[config.mk]
export PLATFORM = sky130hd
export DESIGN_NAME = bist_tpg
export DESIGN_NICKNAME = d
export VERILOG_FILES = /design/src/rtl/bist_pkg.sv /design/src/rtl/tpg_lfsr.sv /design/src/rtl/bist_tpg.sv
export SDC_FILE = /design/constraint.sdc
export NUM_CORES = 1
export LEC_CHECK = 0
export BUFFER_PORTS_ARGS = -buffer_cell sky130_fd_sc_hd__buf_2
export CORE_ASPECT_RATIO = 0.7
export CORE_UTILIZATION = 45
export CTS_CLUSTER_SIZE = 12
export DETAILED_ROUTE_END_ITERATION = 10
export GPL_TIMING_DRIVEN = 0
export HOLD_SLACK_MARGIN = 0.08
export PLACE_DENSITY_LB_ADDON = 0.2
export REMOVE_ABC_BUFFERS = 1
export SKIP_CTS_REPAIR_TIMING = 1
export SLEW_MARGIN = 20
export SYNTH_ARGS = -nofsm -noshare
export SYNTH_HDL_FRONTEND = slang
export SYNTH_HIERARCHICAL = 1
export SYNTH_SLANG_ARGS = --single-unit
export TNS_END_PERCENT = 20
[constraint.sdc]
create_clock -name CLK -period 3.85 [get_ports CLK]
set_input_delay 0.385 -clock CLK [delete_from_list [all_inputs] [get_ports CLK]]
set_output_delay 0.385 -clock CLK [all_outputs]
set_load 0.02 [all_outputs]
[src/rtl/bist_pkg.sv]
// Shared types and constants for the 3-bit BIST test-pattern generator.
// Optional feature macro: TPG_ZERO_PATTERN_EN (inserts the all-zero pattern, period 8).
package bist_pkg;

    localparam int PAT_W = 3;

    // Feedback taps for x^3 + x^2 + 1: feedback bit is q[2] ^ q[1].
    localparam logic [PAT_W-1:0] TAP_MASK = 3'b110;

    localparam int MAX_PAT_LFSR = 7;
    localparam int MAX_PAT_ZERO = 8;

`ifdef TPG_ZERO_PATTERN_EN
    localparam int MAX_PAT = MAX_PAT_ZERO;
`else
    localparam int MAX_PAT = MAX_PAT_LFSR;
`endif

    localparam int CNT_W = 4;

    typedef enum logic [2:0] {
        IDLE  = 3'd0,
        LOAD  = 3'd1,
        RUN   = 3'd2,
        FLUSH = 3'd3,
        DONE  = 3'd4
    } state_t;

    function automatic logic lfsr_feedback(input logic [PAT_W-1:0] q);
        return ^(q & TAP_MASK);
    endfunction

endpackage

[src/rtl/tpg_lfsr.sv]
// 3-bit Fibonacci LFSR with synchronous load and advance enable.
// With TPG_ZERO_PATTERN_EN the sequence is extended to visit 000 after 100.
module tpg_lfsr
    import bist_pkg::*;
#(
    parameter logic [PAT_W-1:0] SEED = 3'b001
) (
    input  logic             clk,
    input  logic             rst_n,
    input  logic             load,
    input  logic             en,
    output logic [PAT_W-1:0] q
);

    logic [PAT_W-1:0] q_reg;
    logic [PAT_W-1:0] q_next;
    logic [PAT_W-1:0] shift_next;

    assign shift_next[0] = lfsr_feedback(q_reg);

    for (genvar gi = 1; gi < PAT_W; gi++) begin : g_shift
        assign shift_next[gi] = q_reg[gi-1];
    end

    always_comb begin
        q_next = q_reg;
        if (load) begin
            q_next = SEED;
        end else if (en) begin
`ifdef TPG_ZERO_PATTERN_EN
            // Splice 000 between 100 and 001 so the all-zero vector is covered.
            if (q_reg == {1'b1, {(PAT_W-1){1'b0}}}) begin
                q_next = '0;
            end else if (q_reg == '0) begin
                q_next = {{(PAT_W-1){1'b0}}, 1'b1};
            end else begin
                q_next = shift_next;
            end
`else
            q_next = shift_next;
`endif
        end
    end

    always_ff @(posedge clk) begin
        if (!rst_n) begin
            q_reg <= SEED;
        end else begin
            q_reg <= q_next;
        end
    end

    assign q = q_reg;

endmodule

[src/rtl/bist_tpg.sv]
// BIST test-pattern generator: run-control FSM, pattern counter and registered outputs.
// Optional feature macro: TPG_ZERO_PATTERN_EN (raises the N_PAT limit to 8).
module bist_tpg
    import bist_pkg::*;
#(
    parameter int               N_PAT = 7,
    parameter logic [PAT_W-1:0] SEED  = 3'b001
) (
    input  logic             CLK,
    input  logic             RST_N,
    input  logic             start,
    input  logic             abort,
    input  logic             stall,
    output logic [PAT_W-1:0] pat,
    output logic             pat_valid,
    output logic             misr_en,
    output logic             busy,
    output logic             done,
    output logic [CNT_W-1:0] pat_cnt
);

    if (N_PAT < 1 || N_PAT > MAX_PAT) begin : g_bad_n_pat
        $error("bist_tpg: N_PAT=%0d outside 1..%0d", N_PAT, MAX_PAT);
    end

    if (SEED == '0) begin : g_bad_seed
        $error("bist_tpg: SEED must be nonzero");
    end

    localparam logic [CNT_W-1:0] N_PAT_C = CNT_W'(N_PAT);

    state_t           state_reg;
    state_t           state_next;
    logic [CNT_W-1:0] cnt_next;
    logic [PAT_W-1:0] lfsr_q;
    logic             lfsr_load;
    logic             lfsr_en;
    logic             issue;
    logic             kill;

    tpg_lfsr #(
        .SEED (SEED)
    ) u_lfsr (
        .clk   (CLK),
        .rst_n (RST_N),
        .load  (lfsr_load),
        .en    (lfsr_en),
        .q     (lfsr_q)
    );

    always_comb begin
        state_next = state_reg;
        cnt_next   = pat_cnt;
        lfsr_load  = 1'b0;
        lfsr_en    = 1'b0;
        issue      = 1'b0;
        kill       = 1'b0;
        case (state_reg)
            IDLE: begin
                if (start && !abort) begin
                    state_next = LOAD;
                end
            end
            LOAD: begin
                if (abort) begin
                    kill       = 1'b1;
                    state_next = IDLE;
                end else begin
                    lfsr_load  = 1'b1;
                    cnt_next   = '0;
                    state_next = RUN;
                end
            end
            RUN: begin
                if (abort) begin
                    kill       = 1'b1;
                    state_next = IDLE;
                end else if (!stall) begin
                    issue    = 1'b1;
                    lfsr_en  = 1'b1;
                    cnt_next = pat_cnt + 1'b1;
                    if (cnt_next == N_PAT_C) begin
                        state_next = FLUSH;
                    end
                end
            end
            FLUSH: begin
                kill       = abort;
                state_next = abort ? IDLE : DONE;
            end
            DONE: begin
                kill       = abort;
                state_next = IDLE;
            end
            default: begin
                state_next = IDLE;
            end
        endcase
    end

    // Outputs are registered from next-state decisions so they line up with state_reg.
    always_ff @(posedge CLK) begin
        if (!RST_N) begin
            state_reg <= IDLE;
            pat       <= '0;
            pat_valid <= 1'b0;
            misr_en   <= 1'b0;
            busy      <= 1'b0;
            done      <= 1'b0;
            pat_cnt   <= '0;
        end else begin
            state_reg <= state_next;
            pat_cnt   <= cnt_next;
            pat_valid <= issue;
            misr_en   <= pat_valid && !kill;
            busy      <= (state_next == LOAD) || (state_next == RUN) || (state_next == FLUSH);
            done      <= (state_next == DONE);
            if (issue) begin
                pat <= lfsr_q;
            end else if (state_next == IDLE) begin
                pat <= '0;
            end
        end
    end

endmodule

==> flow_summary.rst, run 1 <==
.. list-table::
   :header-rows: 1

   * - Metric
     - Value
   * - Run status
     - finished, final reports clean
   * - Yosys cell types
     - 39
   * - Port Buffers
     - 15
   * - Setup clock skew after layout
     - 0.00551 ns
   * - Worst ir drop on vdd
     - 0.229 mV
   * - Leak
     - 0.000372 uW
   * - Maximum clock path buffer count
     - 2
   * - Insertion delay of the later-clocked pin in the worst-skew pair
     - 0.29 ns
   * - Initial standard-cell utilization of the core
     - 50.6%
   * - Sw Ratio
     - 24.2%
   * - Crit-path max FO
     - 16
   * - Combinational fraction of design power
     - 6.2%
   * - Commonest register cell after synthesis
     - sky130_fd_sc_hd__dfxtp_1
   * - Share of final-layout standard cells stronger than drive strength 1
     - 18.5%
   * - Setup CP Type
     - flip-flop to flip-flop
   * - IO Count
     - 16
   * - Most frequent standard cell in the layout excluding fill and tap cells
     - sky130_fd_sc_hd__dfxtp_1
   * - Clock tree from TritonCTS
     - done
   * - Antenna fix cells
     - 0
   * - Global-route congestion overflow total
     - 0
   * - Number of buffers created by CTS
     - 3
   * - Net switching power of the design
     - 71.0 uW
   * - Multiplexer area fraction after synthesis
     - 3.68%
   * - EDFF count, synth
     - 0
   * - Compound-gate portion of the synthesized area
     - 18.7%
   * - Adder-Cell Fraction of Synth Area
     - 2.94%
   * - Crit path DAT
     - 1.87 ns
   * - P&R area growth vs syn
     - 10.0%
   * - Cell Int Power
     - 222 uW
   * - Sequential-to-total area share from yosys stat
     - 40.0%
   * - Final number of max-transition violations
     - 0
   * - Number of instances in the synthesized netlist
     - 95
   * - Tightest Pin Transition
     - 0.556 ns
   * - Combinational family with the most area after synthesis
     - simple AND/OR/NAND/NOR gates
   * - Worst endpoint required time
     - 4.04 ns
   * - Routed len/inst
     - 12.5 um
   * - Final WL
     - 1610 um
   * - Register name with the most flops
     - pat_cnt
   * - First-pass detailed-route iteration total
     - 3
   * - Final cycle utilization of the critical path
     - 43.5%
   * - Final standard cell count with taps included and fillers excluded
     - 129
   * - Syn avg cell area
     - 8.96 sq um
   * - Clock period minus worst slack
     - 1.67 ns
   * - Final number of setup-violating endpoints
     - 0
   * - Antenna viol nets, final
     - 0
   * - Die footprint
     - 2070 sq um
   * - Pin count of the biggest net entering global routing
     - 17
   * - Netlist area before placement
     - 851 sq um
   * - Relative slew margins
     - 62.7%
   * - Number of sinks on the clock net
     - 17
   * - Highest-count cells in the layout ignoring fill and taps
     - sky130_fd_sc_hd__dfxtp_1 (17), sky130_fd_sc_hd__buf_2 (15), sky130_fd_sc_hd__inv_1 (6), sky130_fd_sc_hd__nand2_1 (6), sky130_fd_sc_hd__nand3_1 (6)
   * - Hold violation total from the final report
     - 0
   * - Highest clock frequency the design can meet
     - 598 MHz
   * - Die outline width
     - 54.0 um
   * - Die Span Y
     - 38.4 um
   * - Max FFs per register
     - 4
   * - Global-route wire length before repair
     - 2620 um
   * - Core Rows
     - 12
   * - Worst-path clk slew
     - 0.10 ns
   * - Power per standard cell area
     - 313 nW/um^2
   * - Placeable core region
     - 1680 sq um
   * - Number of vias in the routed layout
     - 691
   * - Total routing resource utilization after global routing
     - 18.8%
   * - Nets
     - 116
   * - Total negative setup slack
     - 0 ns
   * - Fraction of synthesis flops using an asynchronous set or reset pin
     - 0%
   * - Relative contribution of the clock network to total power
     - 33.2%
   * - RSZ-0062 raised after global routing
     - false
   * - Type of the tightest min-delay check
     - input port to flip-flop
   * - Placed cell count
     - 125
   * - Post-synthesis share of cell area spent on xor and xnor gates
     - 2.06%
   * - Antenna violations before repair
     - 0
   * - Endpoint type of the worst setup path
     - flip-flop
   * - Startpoint class of the critical path
     - flip-flop
   * - Share of total power in sequential cells
     - 60.6%
   * - Buffer cell driving the clock tree root
     - sky130_fd_sc_hd__clkbuf_4
   * - 1st-iter DRT viols
     - 15
   * - Max Cap Viol
     - 0
   * - Clock H-tree levels
     - 1
   * - Total half-perimeter wirelength after legalization and detailed placement
     - 1200 um
   * - GPL Wtd Cong
     - 0.870
   * - Post-layout total power
     - 293 uW
   * - Synthesized-area fraction occupied by and/or/nand/nor cells
     - 24.9%
   * - Filler Cell Count
     - 169
   * - Number of global-route vias before repair
     - 553
   * - Total number of yosys warnings
     - 6
   * - DRC viols
     - 0
   * - Vias/cell
     - 5.36
   * - Number of storage elements in the synthesis netlist
     - 17
## power by group through the flow
| stage | combinational, uW | sequential, uW | clock (uW) |
|---|---|---|---|
| after global placement | 18.2 | 182 | 0 |
| after global routing | 20.1 | 178 | 106 |
| after CTS | 18.4 | 178 | 101 |
| final | 18.2 | 178 | 97.3 |
| after floorplan | 9.67 | 182 | 0 |
| after detailed placement | 18.4 | 182 | 0 |
## cell families (layout without fill, tap and decap cells)
logic type | count (synthesis) | count (layout)
buffers and inverters | 12 | 25
DFF | 17 | 17
xor gates and xnor gates | 2 | 2
muxes | 3 | 3
and+or+nand+nor | 37 | 37
adders and majority gates | 2 | 2
AOI/OAI and AO/OA | 22 | 22
## final timing paths
check / startpoint / to / depth (start not counted) / slack (ns)
worst max-delay path: state_reg[0]$_SDFF_PN0_ / u_lfsr/q[1]$_SDFFE_PP0P_ / 4 / 2.18
worst min-delay path: abort / misr_en$_SDFF_PN0_ / 2 / 0.35
worst max register to register: state_reg[0]$_SDFF_PN0_ / u_lfsr/q[1]$_SDFFE_PP0P_ / 4 / 2.18
worst min register to register: pat_valid$_SDFF_PN0_ / misr_en$_SDFF_PN0_ / 2 / 0.45
## area by class of cell
class                   instances  area [sq um]  share of cell area [%]
repair buffers                 15          75.1                    8.02
clock inverters                 1          5.00                   0.535
well taps                      21          26.3                    2.81
clock buffers                   3          22.5                    2.41
flip-flops and latches         17           340                    36.4
multi-input cells              66           444                    47.5
inverters                       6          22.5                    2.41
## critical path: stages, from the launching register on
cell and delay (ns):
sky130_fd_sc_hd__dfxtp_1 0.46, sky130_fd_sc_hd__nor3_1 0.54, sky130_fd_sc_hd__and2_1 0.32, sky130_fd_sc_hd__mux2i_1 0.21, sky130_fd_sc_hd__nor2_1 0.05
## synthesized netlist by cell type, types with 3 or more instances
| cell | instances | area [sq um] |
|---|---|---|
| sky130_fd_sc_hd__nand2_1 | 6 | 22.5 |
| sky130_fd_sc_hd__a21boi_0 | 3 | 22.5 |
| sky130_fd_sc_hd__nor2_1 | 4 | 15.0 |
| sky130_fd_sc_hd__nand3_1 | 6 | 30.0 |
| sky130_fd_sc_hd__dfxtp_1 | 17 | 340 |
| sky130_fd_sc_hd__nor3_1 | 4 | 20.0 |
| sky130_fd_sc_hd__o211ai_1 | 5 | 37.5 |
| sky130_fd_sc_hd__inv_1 | 6 | 22.5 |
## metrics by stage
step | setup slack [ns] | hold slack (ns) | utilization (%) | area (sq um)
2_1_floorplan | 2.36 | 0.465 | - | 807
5_1_grt | 2.05 | 0.336 | 55.7 | 936
4_1_cts | 2.20 | 0.339 | 55.7 | 936
3_3_place_gp | 2.17 | 0.425 | 54.0 | 908
6_report | 2.18 | 0.347 | 55.7 | 936
3_5_place_dp | 2.16 | 0.437 | 54.0 | 908
## metal layers
metal | vias to the layer above | share of wire (%) | wire, um | track usage, %
li1 | 372 | - | - | -
met4 | 0 | 0.68 | 11 | 5.77
met5 | - | 0 | 0 | 0
met3 | 2 | 3.8 | 61 | 7.14
met1 | 304 | 58 | 933 | 28.2
met2 | 13 | 38 | 608 | 23.8
(Power assumes the default switching activity.)
==> run 2, diff against run 1 <==
Settings changed: ABC_AREA set to 1, CORE_ASPECT_RATIO 0.7 to unset.
Clock period 3.85 ns to 1.7 ns, I/O delays scaled along.
==> flow_summary.rst, run 2 <==
.. list-table::
   :header-rows: 1

   * - Metric
     - Value
   * - Insertion delay of the later-clocked pin in the worst-skew pair
     - 0.30 ns (about the same)
   * - Commonest register cell after synthesis
     - sky130_fd_sc_hd__dfxtp_1
   * - Startpoint class of the critical path
     - flip-flop
   * - Number of buffers created by CTS
     - 3 (unchanged)
   * - Critical path origin
     - pat_cnt[1]$_SDFFE_PN0P_
   * - Max FFs per register
     - 4 (unchanged)
   * - Post-layout total power
     - 656 uW (+120%)
   * - Global-route wire length before repair
     - 2420 um (-7.4%)
   * - Antenna violations before repair
     - 0 (unchanged)
   * - DRC viols
     - 0 (unchanged)
   * - Layout Cell Area excl Fill
     - 905 sq um (-3.3%)
   * - Antenna viol nets, final
     - 0 (unchanged)
   * - Cell Int Power
     - 501 uW (+130%)
   * - Number of instances in the synthesized netlist
     - 114 (+20%)
   * - Endpoint type of the worst setup path
     - flip-flop
   * - Relative slew margins
     - 79.9% (+17 points)
   * - Die footprint
     - 1940 sq um (-6.2%)
   * - Net switching power of the design
     - 155 uW (+120%)
   * - Yosys cell types
     - 17 (-56%)
   * - Core Rows
     - 14 (+2)
   * - Max Cap Viol
     - 0 (unchanged)
   * - Highest-count cells in the layout ignoring fill and taps
     - sky130_fd_sc_hd__nand2_1 (32), sky130_fd_sc_hd__inv_1 (24), sky130_fd_sc_hd__dfxtp_1 (17)
   * - Final number of setup-violating endpoints
     - 0 (unchanged)
   * - Tightest Pin Transition
     - 0.301 ns (-0.255 ns)
   * - Number of sinks on the clock net
     - 17 (unchanged)
   * - Crit-path max FO
     - 6 (-10)
   * - GPL Wtd Cong
     - 0.803 (-7.7%)
   * - Sequential-to-total area share from yosys stat
     - 42.7% (+2.7 points)
   * - Final cycle utilization of the critical path
     - 83.3% (+40 points)
   * - Highest-delay cell along the critical path
     - sky130_fd_sc_hd__dfxtp_1
   * - Register name with the most flops
     - pat_cnt
   * - IO Count
     - 16 (unchanged)
   * - Worst ir drop on vdd
     - 0.475 mV (+110%)
   * - Leak
     - 0.000478 uW (+29%)
   * - Worst-path clk slew
     - 0.11 ns (about the same)
   * - Startpoint of the most critical hold path
     - RST_N
   * - Combinational fraction of design power
     - 5.9% (-0.3 points)
   * - Placed cell count
     - 143 (+14%)
   * - Dominant cell type by area after synthesis
     - sky130_fd_sc_hd__dfxtp_1
   * - Total number of yosys warnings
     - 6 (unchanged)
   * - 1st-iter DRT viols
     - 10 (-5)
   * - Final number of max-transition violations
     - 0 (unchanged)
   * - Total negative setup slack
     - 0 ns (unchanged)
   * - Vias/cell
     - 4.92 (-8.2%)
   * - First-pass detailed-route iteration total
     - 6 (+3)
   * - Slowest Stage Delay on Critical Path
     - 0.45 ns (-0.09 ns)
   * - Area share of the largest cell type after synthesis
     - 42.7% (+2.7 points)
   * - Nets
     - 139 (+20%)
   * - Share of final-layout standard cells stronger than drive strength 1
     - 18.3% (-0.20 points)
   * - Fraction of synthesis flops using an asynchronous set or reset pin
     - 0% (unchanged)
   * - Clock tree from TritonCTS
     - done
   * - Clock period minus worst slack
     - 1.42 ns (-0.257 ns)
   * - Syn avg cell area
     - 6.99 sq um (-22%)
   * - Pin count of the biggest net entering global routing
     - 11 (-6)
   * - Buffer cell driving the clock tree root
     - sky130_fd_sc_hd__clkbuf_4
   * - Number of global-route vias before repair
     - 597 (+8.0%)
   * - Setup clock skew after layout
     - 0.0191 ns (+0.0136 ns)
   * - Netlist area before placement
     - 797 sq um (-6.3%)
   * - Setup CP Type
     - flip-flop to flip-flop
   * - Crit path DAT
     - 1.65 ns (-0.22 ns)
   * - Routed len/inst
     - 10.1 um (-19%)
   * - CP cell instances
     - ha_1 > inv_1 > nand2_1 > nand2_1 > nor2_1 > nand3_1 > nand4_1 > nand3_1 > nand2_1
   * - Total placed instance area
     - 877 sq um (-3.4%)
   * - Initial standard-cell utilization of the core
     - 50.6% (about the same)
   * - Number of storage elements in the synthesis netlist
     - 17 (unchanged)
   * - Antenna fix cells
     - 0 (unchanged)
   * - Highest clock frequency the design can meet
     - 706 MHz (+18%)
   * - Clock H-tree levels
     - 1 (unchanged)
   * - Worst endpoint required time
     - 1.93 ns (-2.11 ns)
   * - Port Buffers
     - 15 (unchanged)
   * - Placeable core region
     - 1580 sq um (-6.2%)
   * - Power per standard cell area
     - 726 nW/um^2 (+130%)
   * - Run status
     - finished, final reports clean
   * - Total half-perimeter wirelength after legalization and detailed placement
     - 1150 um (-4.6%)
   * - Number of vias in the routed layout
     - 723 (+4.6%)
   * - Dominant cell by count in the synthesized netlist
     - sky130_fd_sc_hd__nand2_1
   * - Most frequent standard cell in the layout excluding fill and tap cells
     - sky130_fd_sc_hd__nand2_1
   * - Type of the tightest min-delay check
     - input port to flip-flop
   * - Top cells by area in the synthesized netlist
     - sky130_fd_sc_hd__dfxtp_1 (43%), sky130_fd_sc_hd__nand2_1 (15%), sky130_fd_sc_hd__inv_1 (11%)
   * - P&R area growth vs syn
     - 13.5%
   * - Relative contribution of the clock network to total power
     - 32.5% (-0.7 points)
   * - Global-route congestion overflow total
     - 0 (unchanged)
   * - EDFF count, synth
     - 0 (unchanged)
   * - Reg-to-Reg Start
     - pat_cnt[1]$_SDFFE_PN0P_
   * - Filler Cell Count
     - 165 (-2.4%)
   * - Post-synth top cells
     - sky130_fd_sc_hd__nand2_1 (32), sky130_fd_sc_hd__inv_1 (24), sky130_fd_sc_hd__dfxtp_1 (17)
   * - Final WL
     - 1490 um (-7.9%)
   * - Total routing resource utilization after global routing
     - 17.1% (-1.7 points)
   * - Final standard cell count with taps included and fillers excluded
     - 147 (+14%)
   * - Sw Ratio
     - 23.6% (-0.59 points)
   * - Die outline width
     - 44.1 um (-18%)
   * - Cell occurring most often along the worst timing path
     - sky130_fd_sc_hd__nand2_1
   * - Hold violation total from the final report
     - 0 (unchanged)
   * - Share of total power in sequential cells
     - 61.6% (+1.0 points)
   * - RSZ-0062 raised after global routing
     - false
   * - Maximum clock path buffer count
     - 2 (unchanged)
   * - Die Span Y
     - 44.1 um (+15%)
run 2: cell count changes in the layout (fill, tap and decap cells not counted), sizes merged, moves of 3 or more:
cell    change
nand2      +27
inv        +18
a21oi       +5
nand3       +5
nor2        +5
o211ai      -5
nand4       +4
a21boi      -3
nor3        -3
run 2: critical path, delay by kind of cell, from the launching register on:
family | cells | cell delay (ns)
and+or+nand+nor | 7 | 0.66
buffers and inverters | 1 | 0.04
DFF | 1 | 0.45
adders and majority gates | 1 | 0.20
run 2: path summary, 6_finish.rpt:
check / end / slack [ns] / cells after the start
worst min-delay path: busy$_SDFF_PN0_ / 0.15 / 3
worst min register to register: misr_en$_SDFF_PN0_ / 0.46 / 2
worst max-delay path: pat[0]$_SDFFE_PN0P_ / 0.28 / 9
worst max register to register: pat[0]$_SDFFE_PN0P_ / 0.28 / 9
run 2: cell type report:
class | instances | area (sq um) | area share (%)
clock buffer | 3 | 22.5 | 2.49
clock inverter | 1 | 5.00 | 0.553
inverter | 24 | 90.1 | 9.96
multi-input combinational | 71 | 352 | 38.9
sequential | 17 | 340 | 37.6
tap | 16 | 20.0 | 2.21
timing repair buffer | 15 | 75.1 | 8.30
run 2: stage by stage:
step	worst slack, ns	hold slack [ns]	util, %
final	0.284	0.148	57.4
after global routing	0.139	0.158	57.4
after CTS	0.301	0.152	57.4
after detailed placement	0.351	0.445	55.6
after global placement	0.388	0.445	55.6
after floorplan	0.364	0.268	-
run 2: metal layers:
layer	vias to the layer above	part of all wire, %	global-route usage, %
li1	383	-	-
met1	325	47	21.4
met2	13	49	26.8
met3	2	3.6	7.35
met4	0	0.74	5.45
met5	-	0	0
run 2: cells by family after synthesis:
family	share of synthesized area, %
adders and majority gates	3.14
DFF	42.7
buffers and inverters	13.2
and+or+nand+nor	34.9
AOI/OAI and AO/OA	6.12
run 2: power groups by stage:
| stage | combinational (uW) | clock (uW) | sequential [uW] |
|---|---|---|---|
| floorplan | 21.6 | 0 | 416 |
| detailed placement | 38.6 | 0 | 414 |
| global route | 43.2 | 233 | 405 |
| global placement | 37.2 | 0 | 414 |
| finish | 38.7 | 213 | 405 |
| CTS | 38.8 | 219 | 405 |
